$ cat src/rtl/pkt_centralized_write_pkg.sv
// Shared definitions for the centralized packet-RAM writer: word types, FSM states,
// word field offsets and the {bufid, line} RAM address split.
package pkt_centralized_write_pkg;

  localparam int PKT_W   = 134;
  localparam int BUFID_W = 9;
  localparam int LINE_W  = 7;
  localparam int ADDR_W  = BUFID_W + LINE_W;

  localparam int TYPE_HI = 133;
  localparam int TYPE_LO = 132;
  localparam int INV_HI  = 131;
  localparam int INV_LO  = 128;
  localparam int DATA_HI = 127;
  localparam int DATA_LO = 0;

  typedef enum logic [1:0] {
    W_MID    = 2'b00,
    W_FIRST  = 2'b01,
    W_LAST   = 2'b10,
    W_SINGLE = 2'b11
  } word_type_e;

  typedef enum logic [1:0] {
    S_IDLE       = 2'd0,
    S_WAIT_BUFID = 2'd1,
    S_WRITE      = 2'd2,
    S_DISCARD    = 2'd3
  } state_e;

endpackage

$ cat src/rtl/pkt_centralized_write_sync_fifo.sv
// Show-ahead synchronous FIFO: head word visible the cycle after it is pushed;
// push while full is accepted only when a pop frees the slot in the same cycle.
module sync_fifo #(
  parameter int WIDTH = 8,
  parameter int DEPTH = 4
) (
  input  logic                      clk_i,
  input  logic                      rst_n_i,
  input  logic                      push_i,
  input  logic [WIDTH-1:0]          data_i,
  input  logic                      pop_i,
  output logic [WIDTH-1:0]          data_o,
  output logic                      full_o,
  output logic                      empty_o,
  output logic [$clog2(DEPTH):0]    usedw_o
);
  localparam int AW = $clog2(DEPTH);

  logic [WIDTH-1:0] mem_q [DEPTH];
  logic [AW-1:0]    wr_ptr_q;
  logic [AW-1:0]    rd_ptr_q;
  logic [AW:0]      cnt_q;
  logic             do_push;
  logic             do_pop;

  assign empty_o = (cnt_q == '0);
  assign full_o  = (cnt_q == (AW+1)'(DEPTH));
  assign do_pop  = pop_i && !empty_o;
  assign do_push = push_i && (!full_o || do_pop);
  assign data_o  = mem_q[rd_ptr_q];
  assign usedw_o = cnt_q;

  always_ff @(posedge clk_i) begin
    if (do_push) mem_q[wr_ptr_q] <= data_i;
  end

  // Pointers wrap naturally because DEPTH is a power of two.
  always_ff @(posedge clk_i or negedge rst_n_i) begin
    if (!rst_n_i) begin
      wr_ptr_q <= '0;
      rd_ptr_q <= '0;
      cnt_q    <= '0;
    end else begin
      if (do_push) wr_ptr_q <= wr_ptr_q + 1'b1;
      if (do_pop)  rd_ptr_q <= rd_ptr_q + 1'b1;
      case ({do_push, do_pop})
        2'b10:   cnt_q <= cnt_q + 1'b1;
        2'b01:   cnt_q <= cnt_q - 1'b1;
        default: ;
      endcase
    end
  end

endmodule

$ cat src/rtl/pkt_centralized_write.sv
// Writes parser frames into packet RAM at {bufid, line}; a queued word can request the cycle
// after it is pushed; the RAM port holds req/addr/data until ack, input overruns are dropped.
module pkt_centralized_write
  import pkt_centralized_write_pkg::*;
#(
  parameter logic [3:0] inport           = 4'b0000,
  parameter int         DATA_FIFO_DEPTH  = 16,
  parameter int         BUFID_FIFO_DEPTH = 4,
  parameter int         MAX_LINES        = 128
) (
  input  logic               clk_sys,
  input  logic               reset_n,
  input  logic [PKT_W-1:0]   iv_pkt,
  input  logic               i_pkt_wr,
  input  logic               i_pkt_bufid_wr,
  input  logic [BUFID_W-1:0] iv_pkt_bufid,
  output logic               o_ram_wr_req,
  output logic [ADDR_W-1:0]  ov_ram_waddr,
  output logic [PKT_W-1:0]   ov_ram_wdata,
  input  logic               i_ram_wr_ack,
  output logic               o_done_wr,
  output logic [BUFID_W-1:0] ov_done_bufid,
  output logic [7:0]         ov_done_lines,
  output logic               o_done_err,
  output logic [3:0]         ov_done_port,
  output logic               o_data_ovf_pulse,
  output logic               o_bufid_ovf_pulse,
  output logic               o_orphan_pulse,
  output logic [1:0]         pkt_write_state
);
  logic [1:0]                          rst_sync_q;
  logic                                rst_n_int;
  logic [PKT_W-1:0]                    d_head;
  logic                                d_full, d_empty, d_pop;
  logic [$clog2(DATA_FIFO_DEPTH):0]    d_usedw;
  logic [BUFID_W-1:0]                  b_head;
  logic                                b_full, b_empty, b_pop;
  logic [$clog2(BUFID_FIFO_DEPTH):0]   b_usedw;
  logic                                levels_unused;
  word_type_e                          head_type;
  logic                                head_first, head_last;
  logic                                ram_req, missing_tail;
  state_e                              state_q;
  logic [BUFID_W-1:0]                  bufid_q;
  logic [LINE_W-1:0]                   line_q;
  logic                                done_wr_q, done_err_q;
  logic [BUFID_W-1:0]                  done_bufid_q;
  logic [7:0]                          done_lines_q;
  logic                                data_ovf_q, bufid_ovf_q, orphan_q;

  // Reset asserts immediately but releases on a clock edge.
  always_ff @(posedge clk_sys or negedge reset_n) begin
    if (!reset_n) rst_sync_q <= 2'b00;
    else          rst_sync_q <= {rst_sync_q[0], 1'b1};
  end
  assign rst_n_int = rst_sync_q[1];

  sync_fifo #(.WIDTH(PKT_W), .DEPTH(DATA_FIFO_DEPTH)) u_data_fifo (
    .clk_i(clk_sys), .rst_n_i(rst_n_int), .push_i(i_pkt_wr), .data_i(iv_pkt), .pop_i(d_pop),
    .data_o(d_head), .full_o(d_full), .empty_o(d_empty), .usedw_o(d_usedw)
  );

  sync_fifo #(.WIDTH(BUFID_W), .DEPTH(BUFID_FIFO_DEPTH)) u_bufid_fifo (
    .clk_i(clk_sys), .rst_n_i(rst_n_int), .push_i(i_pkt_bufid_wr), .data_i(iv_pkt_bufid),
    .pop_i(b_pop), .data_o(b_head), .full_o(b_full), .empty_o(b_empty), .usedw_o(b_usedw)
  );

  assign levels_unused = ^{d_usedw, b_usedw};
  assign head_type     = word_type_e'(d_head[TYPE_HI:TYPE_LO]);
  assign head_first    = (head_type == W_FIRST) || (head_type == W_SINGLE);
  assign head_last     = (head_type == W_LAST)  || (head_type == W_SINGLE);

  // A first-type head past line 0 belongs to the next frame: close this one without writing it.
  always_comb begin
    ram_req      = 1'b0;
    missing_tail = 1'b0;
    d_pop        = 1'b0;
    b_pop        = 1'b0;
    case (state_q)
      S_IDLE: if (!d_empty) begin
        if (!head_first)   d_pop = 1'b1;
        else if (!b_empty) b_pop = 1'b1;
      end
      S_WAIT_BUFID: b_pop = !b_empty;
      S_WRITE: if (!d_empty) begin
        if (head_first && (line_q != '0)) begin
          missing_tail = 1'b1;
        end else begin
          ram_req = 1'b1;
          d_pop   = i_ram_wr_ack;
        end
      end
      S_DISCARD: d_pop = !d_empty && !head_first;
      default: ;
    endcase
  end

  always_ff @(posedge clk_sys or negedge rst_n_int) begin
    if (!rst_n_int) begin
      state_q      <= S_IDLE;
      bufid_q      <= '0;
      line_q       <= '0;
      done_wr_q    <= 1'b0;
      done_bufid_q <= '0;
      done_lines_q <= '0;
      done_err_q   <= 1'b0;
      data_ovf_q   <= 1'b0;
      bufid_ovf_q  <= 1'b0;
      orphan_q     <= 1'b0;
    end else begin
      done_wr_q   <= 1'b0;
      orphan_q    <= 1'b0;
      data_ovf_q  <= i_pkt_wr && d_full && !d_pop;
      bufid_ovf_q <= i_pkt_bufid_wr && b_full && !b_pop;
      case (state_q)
        S_IDLE: if (!d_empty) begin
          if (!head_first) begin
            orphan_q <= 1'b1;
          end else if (!b_empty) begin
            bufid_q <= b_head;
            line_q  <= '0;
            state_q <= S_WRITE;
          end else begin
            state_q <= S_WAIT_BUFID;
          end
        end
        S_WAIT_BUFID: if (!b_empty) begin
          bufid_q <= b_head;
          line_q  <= '0;
          state_q <= S_WRITE;
        end
        S_WRITE: begin
          if (missing_tail) begin
            done_wr_q    <= 1'b1;
            done_bufid_q <= bufid_q;
            done_lines_q <= {1'b0, line_q};
            done_err_q   <= 1'b1;
            state_q      <= S_IDLE;
          end else if (ram_req && i_ram_wr_ack) begin
            line_q <= line_q + 1'b1;
            if (head_last) begin
              done_wr_q    <= 1'b1;
              done_bufid_q <= bufid_q;
              done_lines_q <= {1'b0, line_q} + 8'd1;
              done_err_q   <= 1'b0;
              state_q      <= S_IDLE;
            end else if (line_q == LINE_W'(MAX_LINES - 1)) begin
              done_wr_q    <= 1'b1;
              done_bufid_q <= bufid_q;
              done_lines_q <= 8'(MAX_LINES);
              done_err_q   <= 1'b1;
              state_q      <= S_DISCARD;
            end
          end
        end
        S_DISCARD: if (!d_empty && (head_first || head_last)) state_q <= S_IDLE;
        default: state_q <= S_IDLE;
      endcase
    end
  end

  assign o_ram_wr_req      = ram_req;
  assign ov_ram_waddr      = {bufid_q, line_q};
  assign ov_ram_wdata      = ram_req ? {d_head[TYPE_HI:TYPE_LO], d_head[INV_HI:INV_LO],
                                        d_head[DATA_HI:DATA_LO]} : '0;
  assign o_done_wr         = done_wr_q;
  assign ov_done_bufid     = done_bufid_q;
  assign ov_done_lines     = done_lines_q;
  assign o_done_err        = done_err_q;
  assign ov_done_port      = inport;
  assign o_data_ovf_pulse  = data_ovf_q;
  assign o_bufid_ovf_pulse = bufid_ovf_q;
  assign o_orphan_pulse    = orphan_q;
  assign pkt_write_state   = state_q;

endmodule

$ cat config.mk
export PLATFORM = sky130hd
export DESIGN_NAME = pkt_centralized_write
export DESIGN_NICKNAME = d
export VERILOG_FILES = /design/src/rtl/pkt_centralized_write_pkg.sv /design/src/rtl/pkt_centralized_write_sync_fifo.sv /design/src/rtl/pkt_centralized_write.sv
export SDC_FILE = /design/constraint.sdc
export NUM_CORES = 2
export LEC_CHECK = 0
export CORE_ASPECT_RATIO = 0.5
export CORE_UTILIZATION = 40
export DETAILED_ROUTE_END_ITERATION = 8
export PLACE_DENSITY = 0.6
export REMOVE_ABC_BUFFERS = 1
export SLEW_MARGIN = 10
export SYNTH_ARGS = -nofsm -noshare
export SYNTH_HDL_FRONTEND = slang
export SYNTH_SLANG_ARGS = --single-unit
export TNS_END_PERCENT = 30
$ cat constraint.sdc
create_clock -name clk_sys -period 3.2 [get_ports clk_sys]
set_clock_uncertainty 0.05 [all_clocks]
set_input_delay 0.96 -clock clk_sys [delete_from_list [all_inputs] [get_ports clk_sys]]
set_output_delay 0.96 -clock clk_sys [all_outputs]
set_load 0.1 [all_outputs]
## Word-level counts from Yosys, hierarchy flattened

Memories as Yosys holds them, arrays and structs flattened.
Index checks and enable logic that the tools add are counted.

- Add/sub/neg operators: 10
- Equality and inequality tests: 21
- Multiplexer cells: 60
- Reduce and logical (&&, ||, !) cells: 38

Operators with widths:

| cell | number |
|---|---|
| two-way mux 134 bit | 1 |
| two-way mux 9 bit | 7 |
| two-way mux 7 bit | 5 |
| two-way mux 8 bit | 4 |
| two-way mux 1 bit | 27 |
| one-hot mux 7 bit (3 select lines) | 1 |
| two-way mux 2 bit | 9 |
| one-hot mux 9 bit (2 select lines) | 1 |
| == test 2 bit (second input constant) | 6 |
| logical AND 1 bit | 12 |
| != test 2 bit (second input constant) | 6 |
| one-hot mux 5 bit (2 select lines) | 1 |
| adder 4 x 1 -> 4 bit (second input constant) | 2 |
| adder 7 x 1 -> 8 bit (second input constant) | 1 |
| == test 2 x 1 -> 1 bit (second input constant) | 4 |
| one-hot mux 2 bit (4 select lines) | 1 |
| nonzero test 2 bit | 4 |
| adder 7 x 1 -> 7 bit (second input constant) | 1 |
| == test 7 bit (second input constant) | 1 |
| zero test 1 bit | 7 |
| nonzero test 7 bit | 1 |
| one-hot mux 3 bit (2 select lines) | 1 |
| AND reduction 3 bit | 2 |
| AND reduction 6 bit | 1 |
| 17 further kinds | 23 |

- Register bits: 62
- Memory bits (writable): 2180
- Input port bits: 148
- Output and inout port bits: 179
- Word-level logic and storage cells: 148
- Memories kept: 2

Memory list:

| name | words | bits a word | read ports | clocked after memory_dff | wr ports | RTL line | text |
|---|---|---|---|---|---|---|---|
| u_data_fifo.mem_q | 16 | 134 | 1 | 0 | 1 | pkt_centralized_write_sync_fifo.sv:19 | `logic [WIDTH-1:0] mem_q [DEPTH];` |
| u_bufid_fifo.mem_q | 4 | 9 | 1 | 0 | 1 | pkt_centralized_write_sync_fifo.sv:19 |  |

## Logic depth before layout (Yosys ltp)

An unclocked memory read counts as a cell.

- Word-level depth: 12
- Depth in mapped cells: 16
- Mapped depth without buffers: 13

## Hierarchy

A second synthesis with hierarchy kept.

- Cells, all modules: 3801
- Area total of the unflattened synthesis: 85206.7 µm²

By module, submodules not included:

| module | times used | cells each | area an instance (µm²) | sequential area each (µm²) |
|---|---|---|---|---|
| sync_fifo at u_data_fifo | 1 | 3368 | 80523.5 | 64707.1 |
| pkt_centralized_write | 1 | 348 | 2952.8 | 1051.0 |
| sync_fifo at u_bufid_fifo | 1 | 85 | 1730.4 | 1256.2 |

## Worst setup path after synthesis

Ideal clock, no wire load.

- Path type: reg-to-reg
- From: register line_q[0]
- To: memory u_data_fifo.mem_q[1][0] (netlist bit) (enable)
- Library setup time: 791 ps
- Data arrival time: 11375 ps
- Required time: 2359 ps
- Setup slack: -9016 ps
- Cell stages (with the launch flop): 9
- Path buffers: 1
- Clock period less this slack: 12216 ps
- Path through: dfrtp_1 -> inv_1 -> ha_1 -> nor4b_1 -> nand4_1 -> a31oi_2 -> buf_2 -> nand2_1 -> nor3_1

- Longest elaborated chain between the ends: 10

Ends and longest elaborated chain:

| item | RTL line | text |
|---|---|---|
| start, declared | pkt_centralized_write.sv:45 | `logic [LINE_W-1:0] line_q;` |
| start signal, assigned | pkt_centralized_write.sv:140 | `line_q <= line_q + 1'b1;` |
| nonzero test 7 bit | pkt_centralized_write.sv:86 | `if (head_first && (line_q != '0)) begin` |
| logical AND 1 bit | pkt_centralized_write.sv:86 |  |
| two-way mux 1 bit | pkt_centralized_write.sv:86 |  |
| two-way mux 1 bit | pkt_centralized_write.sv:85 | `S_WRITE: if (!d_empty) begin` |
| one-hot mux 1 bit (3 select lines) | pkt_centralized_write.sv:79 | `case (state_q)` |
| logical AND 1 bit | pkt_centralized_write_sync_fifo.sv:28 | `assign do_pop = pop_i && !empty_o;` |
| logical OR 1 bit | pkt_centralized_write_sync_fifo.sv:29 | `assign do_push = push_i && (!full_o \|\| do_pop);` |
| logical AND 1 bit | pkt_centralized_write_sync_fifo.sv:29 |  |
| two-way mux 1 bit | pkt_centralized_write_sync_fifo.sv:34 | `if (do_push) mem_q[wr_ptr_q] <= data_i;` |
| two-way mux 1 bit (implied by the code) | pkt_centralized_write_sync_fifo.sv:34 |  |
| end, declared | pkt_centralized_write_sync_fifo.sv:19 |  |

No other way between the ends.

## Final worst setup path

- From: register u_data_fifo.rd_ptr_q[0]
- To: output port ov_ram_wdata[88]

- Longest elaborated chain between the ends: 8
- Elaborated cells between the ends (all ways): 9
- Those cells by class: 2 x eq/ne; 4 x mux; 2 x reduce/logical; 1 x memory

Ends and longest elaborated chain:

| item | RTL line | text |
|---|---|---|
| start, declared | pkt_centralized_write_sync_fifo.sv:21 | `logic [AW-1:0] rd_ptr_q;` |
| start signal, assigned | pkt_centralized_write_sync_fifo.sv:45 | `if (do_pop) rd_ptr_q <= rd_ptr_q + 1'b1;` |
| memory read (16 x 134 bit) (*) | - |  |
| == test 2 x 1 -> 1 bit / == test 2 bit (equally long branches) | pkt_centralized_write.sv:70 | `assign head_first = (head_type == W_FIRST) \|\| (head_type == W_SINGLE);` |
| logical OR 1 bit | pkt_centralized_write.sv:70 |  |
| logical AND 1 bit | pkt_centralized_write.sv:86 |  |
| two-way mux 1 bit | pkt_centralized_write.sv:86 |  |
| two-way mux 1 bit | pkt_centralized_write.sv:85 |  |
| two-way mux 1 bit | pkt_centralized_write.sv:79 |  |
| two-way mux 134 bit (*) | pkt_centralized_write.sv:164 | `assign ov_ram_wdata = ram_req ? {d_head[TYPE_HI:TYPE_LO], d_head[INV_HI:INV_LO],` |
| end, declared | pkt_centralized_write.sv:19 | `output logic [PKT_W-1:0] ov_ram_wdata,` |

Every way passes the cells marked *; elsewhere a longest branch is shown, timed or not.

==> impl_metrics.toml <==
[cells_and_area]
seqCellArea_um2 = 67030
drive_gt1_share_pct = 40.81
multi_input_area_um2 = 18590
area_growth_pct = 26.11
final_nets = 4584
nFillCells = 16307
fin_cells = 7412

[sta]
rsz0062_at_grt = "true"
finalWorstSetupSlack_ns = -1.205
setup_violations = 1932
drv_slew = 0
worst_slew_pin_slew_ns = 0.9866
clock.fmax_mhz = 227.0
final_hold_viol_count = 0
timing.final.crit_share_pct = 137.7
min_period_ns = 4.405
slew_headroom_pct = 34.23

[routing]
vias = 41267
viasPerCell = 5.568
routedWlPerCell_um = 28.85
ant_nets = 0
drc = 0
dr.pass1.iters = 5
drt_iter0_markers = 4168
wirelength_um = 213900

[placed_design]
dp.cells = 6949
dp_hpwl_um = 130600
gp_congestion = 0.7759
io_buffers = 322

[logic_synthesis]
synth_area_leaders = "edfxtp_1, mux4_2, dfrtp_1, and3_1, clkbuf_1"
yosysSeqAreaShare_pct = 77.97
async_flop_share_pct = 2.765
ys_types = 55
synth_area_leader_cell = "edfxtp_1"
ys.flop_type = "edfxtp_1"
yosysTopAreaCellShare_pct = 76.17
synth.avg_cell_area_um2 = 24.47
yosys_warnings = 0
syn-cell-area_um2 = 85940
netlist_instances = 3512
synth.ff_latch_count = 2242
synth_edf_count = 2180

[power_and_ir_drop]
p_sw_share_pct = 36.42
clockPowerShare_pct = 20.4
power_mw = 114.1
power.internal_mw = 72.55
seq_power_share_pct = 31.9
combPwrFrac_pct = 47.8
net-switching-power_mw = 41.55
p_per_area_nw_per_um2 = 1053
vdd_ir_drop_max_mv = 0.9988
p_leak_nw = 35.38

[grt]
first_global_vias = 42700
grt_use_total_pct = 18.78
grt_overflow_total = 0
grt_use_met3_pct = 2.610
antenna_found_initial = 18
grtUsageMet2_pct = 32.16
grt_max_degree = 70
grt_pass1_wl_um = 298300
gr-usage-met1_pct = 25.99
grt_busiest_layer = "met2"

[worst_setup_path]
crit_start = "u_data_fifo.rd_ptr_q[0]$_DFFE_PN0P_"
crit_family = "multiplexers"
endpoint = "ov_ram_wdata[88]"
r2r_slack_ns = -0.20
cp_slowest_cell = "dfrtp_4"
path_cells = "buf_6 > buf_12 > clkbuf_16 > buf_6 > buf_16 > mux4_2 > mux4_2 > and3_4 > buf_12"
critPathCaptureType = "output port"
critPathKind = "flip-flop to output port"
cp.arrival_ns = 3.40
rr_worst_depth = 13
slowest_delay_ns = 0.51
critPathMaxFanout = 9
r2r-end = "u_data_fifo.mem_q[9][3]$_DFFE_PP_"
path_buf_inv = 6
required_ns = 2.19
r2r_start = "u_data_fifo.rd_ptr_q[0]$_DFFE_PN0P_"
cp.depth = 9
start_kind = "flip-flop"

[die]
rows = 119
ios = 327
dieHeight_um = 329.8
die_area_um2 = 216800
core_um2 = 212000
start_util_pct = 40.54
die_w_um = 657.5

[cts]
cts_max_level = 4
clkLatencyLatePin_ns = 0.82
numCtsBuffers = 203
postCtsHoldBufs = 0
cts_tree = "built"
cts-root-buf = "clkbuf_16"
clock-sinks = 2242
cts_buffer_depth = 4
path_clk_slew_ns = 0.06

[status]
violations = "negative setup slack"
status = "complete, but fails checks"

[min_path]
hold_path_class = "input port to async pin"

[job]
timing.max_cap.violations = 0
[power by group through the flow]
stage / Combinational, mW / Sequential [mW] / Clock, mW
5_1_grt: 56.5 / 36.6 / 24.7
4_1_cts: 51.5 / 36.4 / 23.6
3_5_place_dp: 49.7 / 37.0 / 0
3_3_place_gp: 49.5 / 36.8 / 0
2_1_floorplan: 19.9 / 39.5 / 0
6_report: 54.5 / 36.4 / 23.2
[cell usage in the layout, fill, tap and decap left out, types with 28 or more instances in the layout]
cell type / instances
clkinv_1: 44
clkbuf_1: 46
buf_6: 29
edfxtp_1: 2180
clkinv_2: 30
and3_4: 117
buf_16: 32
buf_12: 359
and3_1: 28
clkdlybuf4s50_1: 147
mux4_2: 672
buf_4: 289
clkbuf_16: 238
dfrtp_1: 58
[metrics by stage]
step                hold WS, ns  setup WS [ns]  area [µm²]  TNS (ns)  utilization (%)
detailed placement       0.2903        -0.4940       99310   -574.67            46.84
CTS                      0.2037         -1.261      106300   -206.00            50.14
global placement         0.2864        -0.6265       99310   -712.14            46.84
global route             0.2203         -1.267      108400   -400.15            51.12
floorplan                0.2812         -29.21       84860         -                -
finish                   0.2590         -1.205      108400   -293.48            51.12
[logic make-up after synthesis]
kind of cell | Yosys count | synth area share, %
XOR/XNOR | 19 | 0.1936
AND/OR/NAND/NOR | 248 | 1.654
AO/OA/AOI/OAI | 62 | 0.5125
other | 2 | 0.008738
adder cells (fa/ha/maj) | 17 | 0.2650
multiplexers | 706 | 18.04
buffers and inverters | 216 | 1.355
flip-flops | 2242 | 77.97
[layer usage]
metal | vias to the layer above | share of wire (%) | routed length (µm)
met2 | 1368 | 50 | 107700
li1 | 17015 | - | -
met3 | 261 | 5.8 | 12410
met5 | - | 0.024 | 52
met1 | 22615 | 42 | 90150
met4 | 8 | 1.7 | 3565
[sequential cells by signal, indices dropped and copies added (netlist names)]
register	flops
bufid_q	9
line_q	7
o_bufid_ovf_pulse	1
o_data_ovf_pulse	1
o_done_err	1
o_done_wr	1
o_orphan_pulse	1
ov_done_bufid	9
ov_done_lines	8
pkt_write_state	2
rst_sync_q	2
u_bufid_fifo.mem_q	36
u_bufid_fifo.rd_ptr_q	2
u_bufid_fifo.usedw_o	3
u_bufid_fifo.wr_ptr_q	2
u_data_fifo.mem_q	2144
u_data_fifo.rd_ptr_q	4
u_data_fifo.usedw_o	5
u_data_fifo.wr_ptr_q	4
[Yosys cell counts, types with 13 or more instances]
master / instances
edfxtp_1: 2180
buf_2: 25
nor2_1: 18
mux4_2: 672
a21oi_1: 13
nand2_1: 27
dfrtp_1: 62
and3_1: 145
buf_4: 18
buf_6: 34
clkbuf_1: 108
ha_1: 15
inv_1: 17
xnor2_1: 14
mux2_2: 18
[repair_timing]
action | 4_1_cts | 5_1_grt
gates resized for setup | 103 | 170
pin swaps | 2 | 20
endpoints found under the setup margin | 1116 | 1396
gates cloned | 9 | 39
setup buffers | 22 | 40
[how the worst min path moves through the flow]
stage	start	end	slack, ns
2_1_floorplan	rst_sync_q[0]$_DFF_PN0_	rst_sync_q[1]$_DFF_PN0_	0.28
3_3_place_gp	rst_sync_q[0]$_DFF_PN0_	rst_sync_q[1]$_DFF_PN0_	0.29
3_5_place_dp	rst_sync_q[0]$_DFF_PN0_	rst_sync_q[1]$_DFF_PN0_	0.29
4_1_cts	reset_n	rst_sync_q[0]$_DFF_PN0_	0.20
5_1_grt	reset_n	rst_sync_q[0]$_DFF_PN0_	0.22
6_report	reset_n	rst_sync_q[0]$_DFF_PN0_	0.26
[area by class of cell]
| cell class | instances | share of cell area [%] |
|---|---|---|
| sequential | 2242 | 61.84 |
| multi-input combinational | 1057 | 17.16 |
| timing repair buffer | 896 | 11.97 |
| clock buffer | 252 | 4.905 |
| tap | 2843 | 3.282 |
| clock inverter | 99 | 0.7619 |
| inverter | 19 | 0.07273 |
| antenna | 4 | 0.009236 |
Note: power is estimated with default switching activity, not from simulation.
